**config.mk**
```make
export PLATFORM = sky130hd
export DESIGN_NAME = tx_arbiter
export DESIGN_NICKNAME = d
export VERILOG_FILES = /design/src/rtl/tx_arbiter.sv
export SDC_FILE = /design/constraint.sdc
export NUM_CORES = 1
export LEC_CHECK = 0
export ABC_CLOCK_PERIOD_IN_PS = 1600
export BUFFER_PORTS_ARGS = -buffer_cell sky130_fd_sc_hd__buf_2
export CAP_MARGIN = 20
export CORE_ASPECT_RATIO = 1.2
export CORE_MARGIN = 8
export CORE_UTILIZATION = 47
export DETAILED_ROUTE_END_ITERATION = 8
export PLACE_DENSITY = 0.81
export SLEW_MARGIN = 5
export SYNTH_ARGS = -nofsm -noshare
export SYNTH_HDL_FRONTEND = slang
export SYNTH_SLANG_ARGS = --single-unit
export TNS_END_PERCENT = 100
```
**constraint.sdc**
```tcl
create_clock -name clock -period 1.6 [get_ports clock]
set_input_delay 0 -clock clock [delete_from_list [all_inputs] [get_ports clock]]
set_output_delay 0 -clock clock [all_outputs]
set_load 0.02 [all_outputs]
```
**src/rtl/tx_arbiter.sv**
```systemverilog
// Two-requester packet arbiter in front of the UART transmitter: round-robin at packet
// granularity, packets locked until their last byte is sent, stall timeout forces release.
module tx_arbiter #(
  parameter int unsigned TIMEOUT = 1023,
  parameter int unsigned TW      = 10
) (
  input  logic       clock,
  input  logic       reset_n,
  input  logic       r0_valid,
  input  logic [7:0] r0_data,
  input  logic       r0_last,
  output logic       r0_ready,
  input  logic       r1_valid,
  input  logic [7:0] r1_data,
  input  logic       r1_last,
  output logic       r1_ready,
  output logic       tx_start,
  output logic [7:0] tx_data,
  input  logic       tx_busy,
  output logic [1:0] grant,
  output logic       abort
);

  typedef enum logic [1:0] {StIdle, StLoad, StStartWait, StBusy} state_e;

  localparam logic [TW-1:0] TimeoutCnt = TW'(TIMEOUT);

  state_e          state_q, state_d;
  logic            owner_q, owner_d;
  logic [1:0]      grant_q, grant_d;
  logic            rr_q, rr_d;
  logic            tx_start_q, tx_start_d;
  logic [7:0]      tx_data_q, tx_data_d;
  logic            abort_q, abort_d;
  logic            last_q, last_d;
  logic [TW-1:0]   cnt_q, cnt_d;

  logic            own_valid, own_last, load_ready, accept, pick;
  logic [7:0]      own_data;

  assign own_valid  = owner_q ? r1_valid : r0_valid;
  assign own_data   = owner_q ? r1_data  : r0_data;
  assign own_last   = owner_q ? r1_last  : r0_last;
  assign load_ready = (state_q == StLoad) && !tx_busy;
  assign accept     = load_ready && own_valid;
  // Contention goes to the round-robin pointer; otherwise to whoever is asking.
  assign pick       = (r0_valid && r1_valid) ? rr_q : r1_valid;

  assign r0_ready = load_ready && !owner_q;
  assign r1_ready = load_ready && owner_q;
  assign tx_start = tx_start_q;
  assign tx_data  = tx_data_q;
  assign grant    = grant_q;
  assign abort    = abort_q;

  always_comb begin
    state_d    = state_q;
    owner_d    = owner_q;
    grant_d    = grant_q;
    rr_d       = rr_q;
    tx_start_d = 1'b0;
    tx_data_d  = tx_data_q;
    abort_d    = 1'b0;
    last_d     = last_q;
    cnt_d      = cnt_q;
    case (state_q)
      StIdle: begin
        if (r0_valid || r1_valid) begin
          owner_d = pick;
          grant_d = pick ? 2'b10 : 2'b01;
          cnt_d   = '0;
          state_d = StLoad;
        end
      end
      StLoad: begin
        if (accept) begin
          tx_data_d  = own_data;
          tx_start_d = 1'b1;
          last_d     = own_last;
          cnt_d      = '0;
          state_d    = StStartWait;
        end else if (!own_valid) begin
          // This cycle is the TIMEOUT-th stalled one: release the transmitter.
          if (cnt_q >= TimeoutCnt - 1'b1) begin
            cnt_d   = TimeoutCnt;
            abort_d = 1'b1;
            grant_d = 2'b00;
            rr_d    = ~owner_q;
            state_d = StIdle;
          end else begin
            cnt_d = cnt_q + 1'b1;
          end
        end
      end
      StStartWait: begin
        if (tx_busy) begin
          state_d = StBusy;
        end
      end
      StBusy: begin
        if (!tx_busy) begin
          if (last_q) begin
            grant_d = 2'b00;
            rr_d    = ~owner_q;
            state_d = StIdle;
          end else begin
            state_d = StLoad;
          end
        end
      end
      default: state_d = StIdle;
    endcase
  end

  always_ff @(posedge clock or negedge reset_n) begin
    if (!reset_n) begin
      state_q    <= StIdle;
      owner_q    <= 1'b0;
      grant_q    <= 2'b00;
      rr_q       <= 1'b0;
      tx_start_q <= 1'b0;
      tx_data_q  <= 8'h00;
      abort_q    <= 1'b0;
      last_q     <= 1'b0;
      cnt_q      <= '0;
    end else begin
      state_q    <= state_d;
      owner_q    <= owner_d;
      grant_q    <= grant_d;
      rr_q       <= rr_d;
      tx_start_q <= tx_start_d;
      tx_data_q  <= tx_data_d;
      abort_q    <= abort_d;
      last_q     <= last_d;
      cnt_q      <= cnt_d;
    end
  end

endmodule

```
==> impl_metrics.csv, run 1 <==
group,metric,value,unit
global_route,grt_first_pass_wirelength,7.01,mm
sta,whs,0.00416,ns
global_route,grt_pass1_vias,1462,
global_route,antenna_found_initial,0,
finish,register_area,678,um^2
routing,drtIter0Drc,80,
floorplan,die_area,0.00520,mm^2
synthesis,seq_area_frac_synth,45.8,%
clock_tree,cts_root_buffer,"clkbuf_4",
setup_path,r2r_setup_slack,-0.04,ns
global_route,grt_max_degree,28,
place,placed_area,0.00178,mm^2
global_route,grt-ovfl-total,0,
synthesis,postSynthCellCount,153,
floorplan,fp-row-count,22,
sta,fin_skew,0.0135,ns
sta,setup_slack,-0.0417,ns
floorplan,design.core.area,0.00303,mm^2
sta,rsz0062_at_grt,"true",
setup_path,path_cells,"mux2_4 -> a311oi_4 -> a21bo_1 -> a22o_1",
sta,period_minus_slack,1.64,ns
synthesis,synth.distinct_cells,37,
run_status,violations,"negative setup slack",
clock_tree,cts_made_buffers,3,
synthesis,syn_nets,178,
setup_path,timing.critical_path.from,"owner_q",
floorplan,ios,37,
sta,final_max_slew_viol_count,0,
setup_path,worst_r2r_endpoint,"cnt_q[5]",
power,powerDensity,1470,mW/mm^2
clock_tree,clock_latency,0.33,ns
routing,routedWlPerCell,17.1,um
routing,route.detailed.drc,0,
routing,vias,1487,
setup_path,crit_type,"flip-flop to flip-flop",
run_status,status,"finished, violations left",
sta,slew-limit-headroom,60.5,%
synthesis,synthTopCellsByCount,"dfrtp_1 (27), a21oi_1 (13), nor2_1 (13), o21ai_0 (13), mux2i_1 (10)",
worst_hold_path,hp-class,"input pin to flip-flop",
synthesis,syn_area,0.00148,mm^2
setup_path,startpoint_type,"flip-flop",
floorplan,die_h,77.4,um
setup_path,cp_slowest_cell,"dfrtp_1",
routing,dr.pass1.iters,4,
clock_tree,clkSlewWorstSetupHoldPaths,0.15,ns
flow_run,cap_violations,0,
clock_tree,cts_buffer_depth,2,
synthesis,ys_ff_latch,27,
synthesis,synth_top_cell_area_share,45.8,%
sta,setup_viol,5,
routing,viasPerCell,5.81,
place,io_buffers,36,
setup_path,reg2reg_from,"owner_q",
finish,drive_gt1_share,30.9,%
global_route,grtUsageTotal,16.4,%
routing,wirelength,4.38,mm
clock_tree,clkSinkCount,27,
clock_tree,htree_levels,1,
setup_path,cpPeakStageDelay,0.43,ns
place,routabilityCongestion,0.984,
synthesis,async_flop_share,100,%
sta,tightest_slew,0.593,ns
routing,detail-route-antenna-nets,0,
finish,multi_input_area,768,um^2
sta,hold_violations,0,
setup_path,worst-path-max-fanout,6,
finish,nNetsFinal,246,
synthesis,yosys-top-cells-area,"dfrtp_1 (46%), mux2i_1 (6.8%), a21oi_1 (4.4%)",
synthesis,yosys_warnings,0,
finish,nFillCells,228,
setup_path,arrival,1.86,ns
synthesis,syn_avg_cell_area,9.65,um^2
synthesis,synth_edf_count,0,
sta,finalCritPeriodShare,103,%
synthesis,synthFlopType,"dfrtp_1",
power,p_leak,0.976,nW
clock_tree,tritoncts,"done",
synthesis,synth_most_common_cell,"dfrtp_1",
place,post-dp-hpwl,2.70,mm
sta,max_clock_freq,609,MHz
setup_path,r2r_cells,4,
power,ir_worst_vdd,1.18,mV
setup_path,cp.required,1.82,ns
floorplan,start_util,48.8,%
setup_path,critPathCapture,"cnt_q[5]",
finish,num_antenna_cells,0,
floorplan,die_w,67.2,um
synthesis,netlist.top_cell.by_area,"dfrtp_1",
finish,areaGrowthSynthToFinish,38.6,%
setup_path,worstSetupEndpointType,"flip-flop",
finish,design_area,0.00205,mm^2
## kinds of logic (layout without fill, tap and decap cells)
kind of cell             after synthesis  after routing  share of synthesized area [%]
AND/OR/NAND/NOR                       48             48                           16.8
flip-flops                            27             27                           45.8
buffers and inverters                 16             83                           4.75
AO/OA/AOI/OAI                         49             49                           23.2
multiplexers                          11             11                           7.80
adder cells (fa/ha/maj)                2              2                           1.69
## cells in the final DEF, fill, tap and decap left out, types with 3 or more instances in the layout
cell,n
buf_4,15
o21ai_0,12
dlygate4sd3_1,18
a22o_1,6
inv_1,7
mux2i_1,10
a21o_1,3
a21oi_1,13
nor3_1,4
dfrtp_1,25
nand3_1,6
nor2_1,13
nor2b_1,3
buf_2,36
clkbuf_4,4
nand2_1,4
## what timing repair did
| item | in CTS | in global routing |
|---|---|---|
| cloned | 0 | 1 |
| setup buffers | 0 | 2 |
| resized for setup | 3 | 10 |
| setup endpoints to repair | 9 | 16 |
| pin swaps | 1 | 4 |
| hold buffers | 18 | 0 |
| hold endpoints to repair | 36 | 0 |
## worst min path at each step
stage / startpoint / to / slack (ns) / depth (start not counted)
floorplan: reset_n / asynchronous set/reset pin / -0.30 / 0
global placement: reset_n / abort / 0.03 / 1
detailed placement: reset_n / abort / 0.05 / 1
CTS: r0_data[6] / tx_data[6] / 0.006 / 3
global route: r0_data[6] / tx_data[6] / 0.006 / 3
finish: r0_data[6] / tx_data[6] / 0.004 / 3
## final cells by class
cell class,instances,area share (%)
inverters,7,1.28
flip-flops and latches,27,33.1
clock buffers,4,1.28
repair buffers,72,24.6
well taps,36,2.20
multi-input cells,110,37.5
## per-layer routing
layer	up-vias	track usage (%)	part of all wire (%)
li1	686	-	-
met3	9	6.32	8.8
met1	725	20.5	41
met4	0	2.94	1.8
met5	-	0	0
met2	67	26.2	48
## sequential cells by signal, indices dropped and copies added, names as in the netlist, named ones only
name	count
abort	1
cnt_q	10
grant	2
last_q	1
owner_q	1
rr_q	1
state_q	1
tx_data	8
tx_start	1
## per-stage QoR
step                util, %  TNS (ns)  setup WS, ns  total power, mW  std cells
floorplan                 -    -0.200       -0.0910             2.06        153
global placement       58.6  -0.00166      -0.00166             2.51        231
detailed placement     58.6    -0.353       -0.0999             2.57        231
CTS                    65.9   -0.0286       -0.0119             2.92        253
global route           67.6    -0.534       -0.0747             3.21        256
finish                 67.6   -0.0930       -0.0417             3.02        256
## power by group
group | switching (mW) | total [mW] | internal (mW)
Combinational | 0.906 | 1.63 | 0.728
Clock | 0.202 | 0.300 | 0.0976
Sequential | 0.192 | 1.08 | 0.891
Total | 1.30 | 3.02 | 1.72
## worst max-delay path, delay by kind of cell (launching register included)
kind / cells / cell delay, ns
multiplexers: 1 / 0.32
AO/OA/AOI/OAI: 3 / 0.78
flip-flops: 1 / 0.43
(Power assumes the default switching activity.)
==> run 2: changes to the inputs <==
Settings changed: ABC_CLOCK_PERIOD_IN_PS 1600 to 1560, CORE_UTILIZATION 47 to 52, PLACE_DENSITY 0.81 to 0.84.
Clock period 1.6 ns to 1.56 ns, I/O delays scaled along.
==> run 2 against run 1 <==
  * The flow finishes with violations (negative hold slack, negative setup slack)
  * Register-to-register slack is essentially flat
  * Sequential share of layout area shrank 0.77 points
  * Critical path depth is the same
  * Critical path type unchanged
  * Critical endpoint is now cnt_q[6]
==> impl_metrics.csv, run 2 (synthesized netlist as in run 1, its figures left out) <==
group,metric,value,unit
run_status,status,"finished, violations left",
run_status,violations,"negative hold slack, negative setup slack",
finish,fin_util,75.8,%
finish,largest_register_ffs,10,
setup_path,reg2reg_from,"owner_q",
global_route,grtUsageTotal,18.5,%
clock_tree,clkSinkCount,27,
floorplan,die_w,64.6,um
place,routabilityCongestion,0.894,
global_route,grt-ovfl-total,0,
power,fin_total_pwr,3.20,mW
setup_path,worstSetupEndpointType,"flip-flop",
clock_tree,clock_latency,0.33,ns
place,post-dp-hpwl,2.89,mm
finish,design_area,0.00209,mm^2
place,placed_area,0.00182,mm^2
floorplan,start_util,53.5,%
worst_hold_path,hold_end,"tx_data[7]",
routing,vias,1488,
power,power_frac_clock,9.7,%
finish,mostFrequentLayoutCells,"buf_2 (35), dfrtp_1 (26), buf_4 (24), dlygate4sd3_1 (17), nor2_1 (13)",
worst_hold_path,hold_start,"r1_data[7]",
setup_path,r2r_cells,4,
setup_path,cp.required,1.80,ns
setup_path,worst-path-max-fanout,7,
clock_tree,htree_levels,1,
routing,routedWlPerCell,16.4,um
finish,largest_register,"cnt_q",
place,io_buffers,36,
routing,viasPerCell,5.75,
finish,nFillCells,185,
global_route,antenna_found_initial,0,
worst_hold_path,whs_path_depth,3,
floorplan,die_area,0.00481,mm^2
global_route,grt_pass1_vias,1509,
setup_path,arrival,1.84,ns
sta,setup_slack,-0.0404,ns
sta,tightest_slew,0.585,ns
finish,layout_commonest_cell,"buf_2",
setup_path,worst_r2r_endpoint,"cnt_q[6]",
clock_tree,tritoncts,"done",
sta,finalCritPeriodShare,103,%
floorplan,die_h,74.4,um
clock_tree,cts_made_buffers,3,
global_route,grt_first_pass_wirelength,7.08,mm
finish,areaGrowthSynthToFinish,41.7,%
sta,hold_violations,1,
sta,slew-limit-headroom,61.0,%
clock_tree,clkSlewWorstSetupHoldPaths,0.15,ns
power,powerDensity,1530,mW/mm^2
finish,nNetsFinal,251,
sta,rsz0062_at_grt,"true",
power,switching_share,42.8,%
clock_tree,cts_root_buffer,"clkbuf_4",
sta,max_clock_freq,625,MHz
sta,period_minus_slack,1.60,ns
floorplan,design.core.area,0.00276,mm^2
finish,drive_gt1_share,35.1,%
routing,drtIter0Drc,36,
place,post-place-ws,-0.0900,ns
power,ir_worst_vdd,1.23,mV
finish,num_antenna_cells,0,
global_route,grt_max_degree,28,
routing,route.detailed.drc,0,
floorplan,ios,37,
power,internal_power,1.83,mW
sta,final_max_slew_viol_count,0,
power,p_leak,1.00,nW
power,net-switching-power,1.37,mW
routing,dr.pass1.iters,4,
sta,fin_skew,0.00350,ns
clock_tree,cts_buffer_depth,2,
flow_run,cap_violations,0,
power,share_seq_of_total_power,34.0,%
setup_path,startpoint_type,"flip-flop",
routing,wirelength,4.26,mm
routing,detail-route-antenna-nets,0,
power,power_frac_comb,56.3,%
setup_path,r2r_setup_slack,-0.04,ns
floorplan,fp-row-count,21,
setup_path,crit_type,"flip-flop to flip-flop",
sta,setup_viol,4,
sta,whs,-0.0126,ns
worst_hold_path,hp-class,"input pin to flip-flop",
-- run 2: cell count changes in the layout (fill, tap and decap cells not counted), sizes merged --
cell,delta
buf,+7
clkbuf,-2
clkinv,+1
dlygate4sd3,-1
-- run 2: how the worst max path moves through the flow --
stage,startpoint,to,slack [ns],cells after the start
2_1_floorplan,owner_q,cnt_q[6],-0.13,5
3_3_place_gp,owner_q,cnt_q[5],-0.008,4
3_5_place_dp,cnt_q[0],state_q[0],-0.09,7
4_1_cts,owner_q,cnt_q[6],-0.09,4
5_1_grt,owner_q,cnt_q[6],-0.09,4
6_report,owner_q,cnt_q[6],-0.04,4
-- run 2: through the flow --
| step | setup TNS, ns | instances |
|---|---|---|
| after floorplan | -0.373 | 153 |
| after global placement | -0.0150 | 235 |
| after detailed placement | -0.447 | 235 |
| after CTS | -0.424 | 256 |
| after global routing | -0.844 | 259 |
| final | -0.109 | 259 |
-- run 2: power groups by stage --
stage                     clock network (mW)  registers, mW  logic (mW)
final                                  0.311           1.09        1.80
after global routing                   0.343           1.12        1.96
after CTS                              0.317           1.08        1.66
after detailed placement                   0           1.08        1.63
after global placement                     0           1.08        1.55
after floorplan                            0           1.22       0.893
-- run 2: cell type report --
cell class                 count  area [um^2]  area share [%]
clock inverter                 1         5.00           0.239
inverter                       7         26.3            1.26
multi-input combinational    110          782            37.4
tap                           34         42.5            2.03
timing repair buffer          77          537            25.7
clock buffer                   3         22.5            1.08
sequential                    27          677            32.4
-- run 2: repair_timing --
action,4_1_cts,5_1_grt
resized for setup,2,14
hold buffers,17,0
buffers inserted,0,3
setup endpoints to repair,12,25
hold endpoints to repair,36,0
pin swaps,0,4
-- run 2: critical path, stage by stage, from the launching register on --
cell	delay, ns
dfrtp_1	0.42
mux2_4	0.32
a311oi_4	0.32
a21bo_1	0.25
a22o_1	0.18
-- run 2: layer usage --
metal / track usage (%) / routed length, um / vias to the layer above
met4: 7.52 / 112 / 0
met3: 6.17 / 340 / 13
met1: 20.5 / 1630 / 719
li1: - / - / 702
met5: 0 / 0 / -
met2: 31.9 / 2170 / 54
==> run 3: changes to the inputs <==
Settings changed: SKIP_CTS_REPAIR_TIMING set to 1.
==> run 3 against run 2 <==
  * The run still ends with negative hold slack, negative setup slack left
  * Fmax is 1.7% lower
  * Critical path depth stayed put
  * Sequential share of layout area is 0.83 points higher
  * Utilization is 1.9 points lower
  * Worst hold slack worse by 0.035 ns
  * Combinational power is 2% higher
  * Largest cell class unchanged
==> impl_metrics.csv, run 3 (synthesized netlist as in run 1, its figures left out) <==
group,metric,value,unit
sta,final_max_slew_viol_count,0,
setup_path,startpoint_type,"flip-flop",
sta,period_minus_slack,1.63,ns
clock_tree,clkSinkCount,27,
routing,routedWlPerCell,16.5,um
routing,drtIter0Drc,46,
power,power_frac_clock,9.8,%
setup_path,crit_type,"flip-flop to flip-flop",
finish,mostFrequentLayoutCells,"buf_2 (35), dfrtp_1 (26), buf_4 (25), nor2_1 (13), a21oi_1 (13)",
power,internal_power,1.85,mW
finish,areaGrowthSynthToFinish,38.1,%
routing,wirelength,4.20,mm
sta,finalCritPeriodShare,104,%
setup_path,path_cells,"mux2_4 -> a311oi_4 -> a21bo_1 -> a22o_1",
clock_tree,htree_levels,1,
place,routabilityCongestion,0.894,
setup_path,worstSetupEndpointType,"flip-flop",
global_route,grt_pass1_vias,1444,
power,powerDensity,1590,mW/mm^2
global_route,grt_max_degree,28,
setup_path,arrival,1.87,ns
worst_hold_path,hp-class,"input pin to flip-flop",
place,io_buffers,36,
floorplan,die_w,64.6,um
floorplan,fp-row-count,21,
sta,whs,-0.0479,ns
finish,drive_gt1_share,37.3,%
global_route,grt_first_pass_wirelength,6.29,mm
run_status,violations,"negative hold slack, negative setup slack",
global_route,use_met2,27.3,%
routing,viasPerCell,5.70,
global_route,met3_usage,4.37,%
setup_path,cp.required,1.80,ns
floorplan,design.core.area,0.00276,mm^2
power,switching_share,43.0,%
sta,rsz0062_at_grt,"true",
worst_hold_path,whs_path_depth,3,
global_route,antenna_found_initial,0,
finish,layout_commonest_cell,"buf_2",
setup_path,reg2reg_from,"owner_q",
clock_tree,clock_latency,0.34,ns
global_route,grtUsageTotal,16.2,%
sta,hold_violations,4,
clock_tree,cts_buffer_depth,2,
floorplan,die_area,0.00481,mm^2
sta,setup_viol,5,
clock_tree,cts_made_buffers,3,
run_status,status,"finished, violations left",
global_route,grt-ovfl-total,0,
setup_path,cp_slowest_cell,"dfrtp_1",
place,post-dp-hpwl,2.89,mm
sta,max_clock_freq,614,MHz
global_route,grtUsageMet1,18.4,%
global_route,grt-busiest-layer,"met2",
routing,dr.pass1.iters,4,
floorplan,die_h,74.4,um
clock_tree,tritoncts,"done",
power,p_leak,0.990,nW
routing,detail-route-antenna-nets,0,
finish,design_area,0.00204,mm^2
power,power_frac_comb,56.6,%
setup_path,r2r_cells,4,
routing,vias,1447,
finish,largest_register_ffs,10,
floorplan,start_util,53.5,%
place,placed_area,0.00182,mm^2
setup_path,timing.critical_path.from,"owner_q",
floorplan,ios,37,
routing,route.detailed.drc,0,
power,share_seq_of_total_power,33.6,%
place,post-place-ws,-0.0900,ns
sta,fin_skew,0.00215,ns
finish,largest_register,"cnt_q",
clock_tree,cts_root_buffer,"clkbuf_4",
power,net-switching-power,1.40,mW
finish,num_antenna_cells,0,
clock_tree,clkSlewWorstSetupHoldPaths,0.15,ns
sta,slew-limit-headroom,61.0,%
power,ir_worst_vdd,1.15,mV
worst_hold_path,hold_start,"r0_data[2]",
setup_path,worst-path-max-fanout,7,
sta,tightest_slew,0.586,ns
flow_run,cap_violations,0,
sta,setup_slack,-0.0686,ns
setup_path,cpPeakStageDelay,0.43,ns
finish,nNetsFinal,246,
## run 3: final cells by class
class / instances / area, um^2
Multi-Input combinational cell: 110 / 779
Fill cell: 201 / 719
Sequential cell: 27 / 677
Timing Repair Buffer: 72 / 487
Tap cell: 34 / 42.5
Inverter: 7 / 26.3
Clock buffer: 3 / 22.5
Clock inverter: 1 / 5.00
## run 3: layer usage
metal	wire length, um	vias up	part of all wire (%)
li1	-	685	-
met1	1600	705	38
met2	2210	49	53
met3	307	8	7.3
met4	79	0	1.9
met5	0	-	0
## run 3: through the flow
stage	utilization, %	power (mW)	std cells	hold slack (ns)	TNS, ns
2_1_floorplan	-	2.11	153	-0.296	-0.373
3_3_place_gp	65.9	2.62	235	0.0353	-0.0150
3_5_place_dp	65.9	2.71	235	0.0446	-0.447
4_1_cts	66.9	3.02	239	-0.338	-0.723
5_1_grt	73.9	3.46	254	-0.000898	-0.892
6_report	73.9	3.25	254	-0.0479	-0.257
## run 3: power by group through the flow
stage,combinational (mW),sequential (mW),clock (mW)
finish,1.84,1.09,0.318
global route,1.99,1.12,0.345
CTS,1.62,1.08,0.317
detailed placement,1.63,1.08,0
global placement,1.55,1.08,0
floorplan,0.893,1.22,0
## run 3: final timing paths
kind                       slack (ns)                    endpoint
setup / recovery                -0.07                    cnt_q[6]
hold / removal                  -0.05                  tx_data[2]
setup reg to reg                -0.07                    cnt_q[6]
hold reg to reg                  0.53                    grant[0]
max in group asynchronous        0.97  asynchronous set/reset pin
min in group asynchronous        0.17                    grant[1]
## run 3: worst max-delay path, delay by kind of cell (launching register included)
family         cells  cell delay [ns]
AO/OA/AOI/OAI      3             0.78
flip-flops         1             0.43
multiplexers       1             0.32
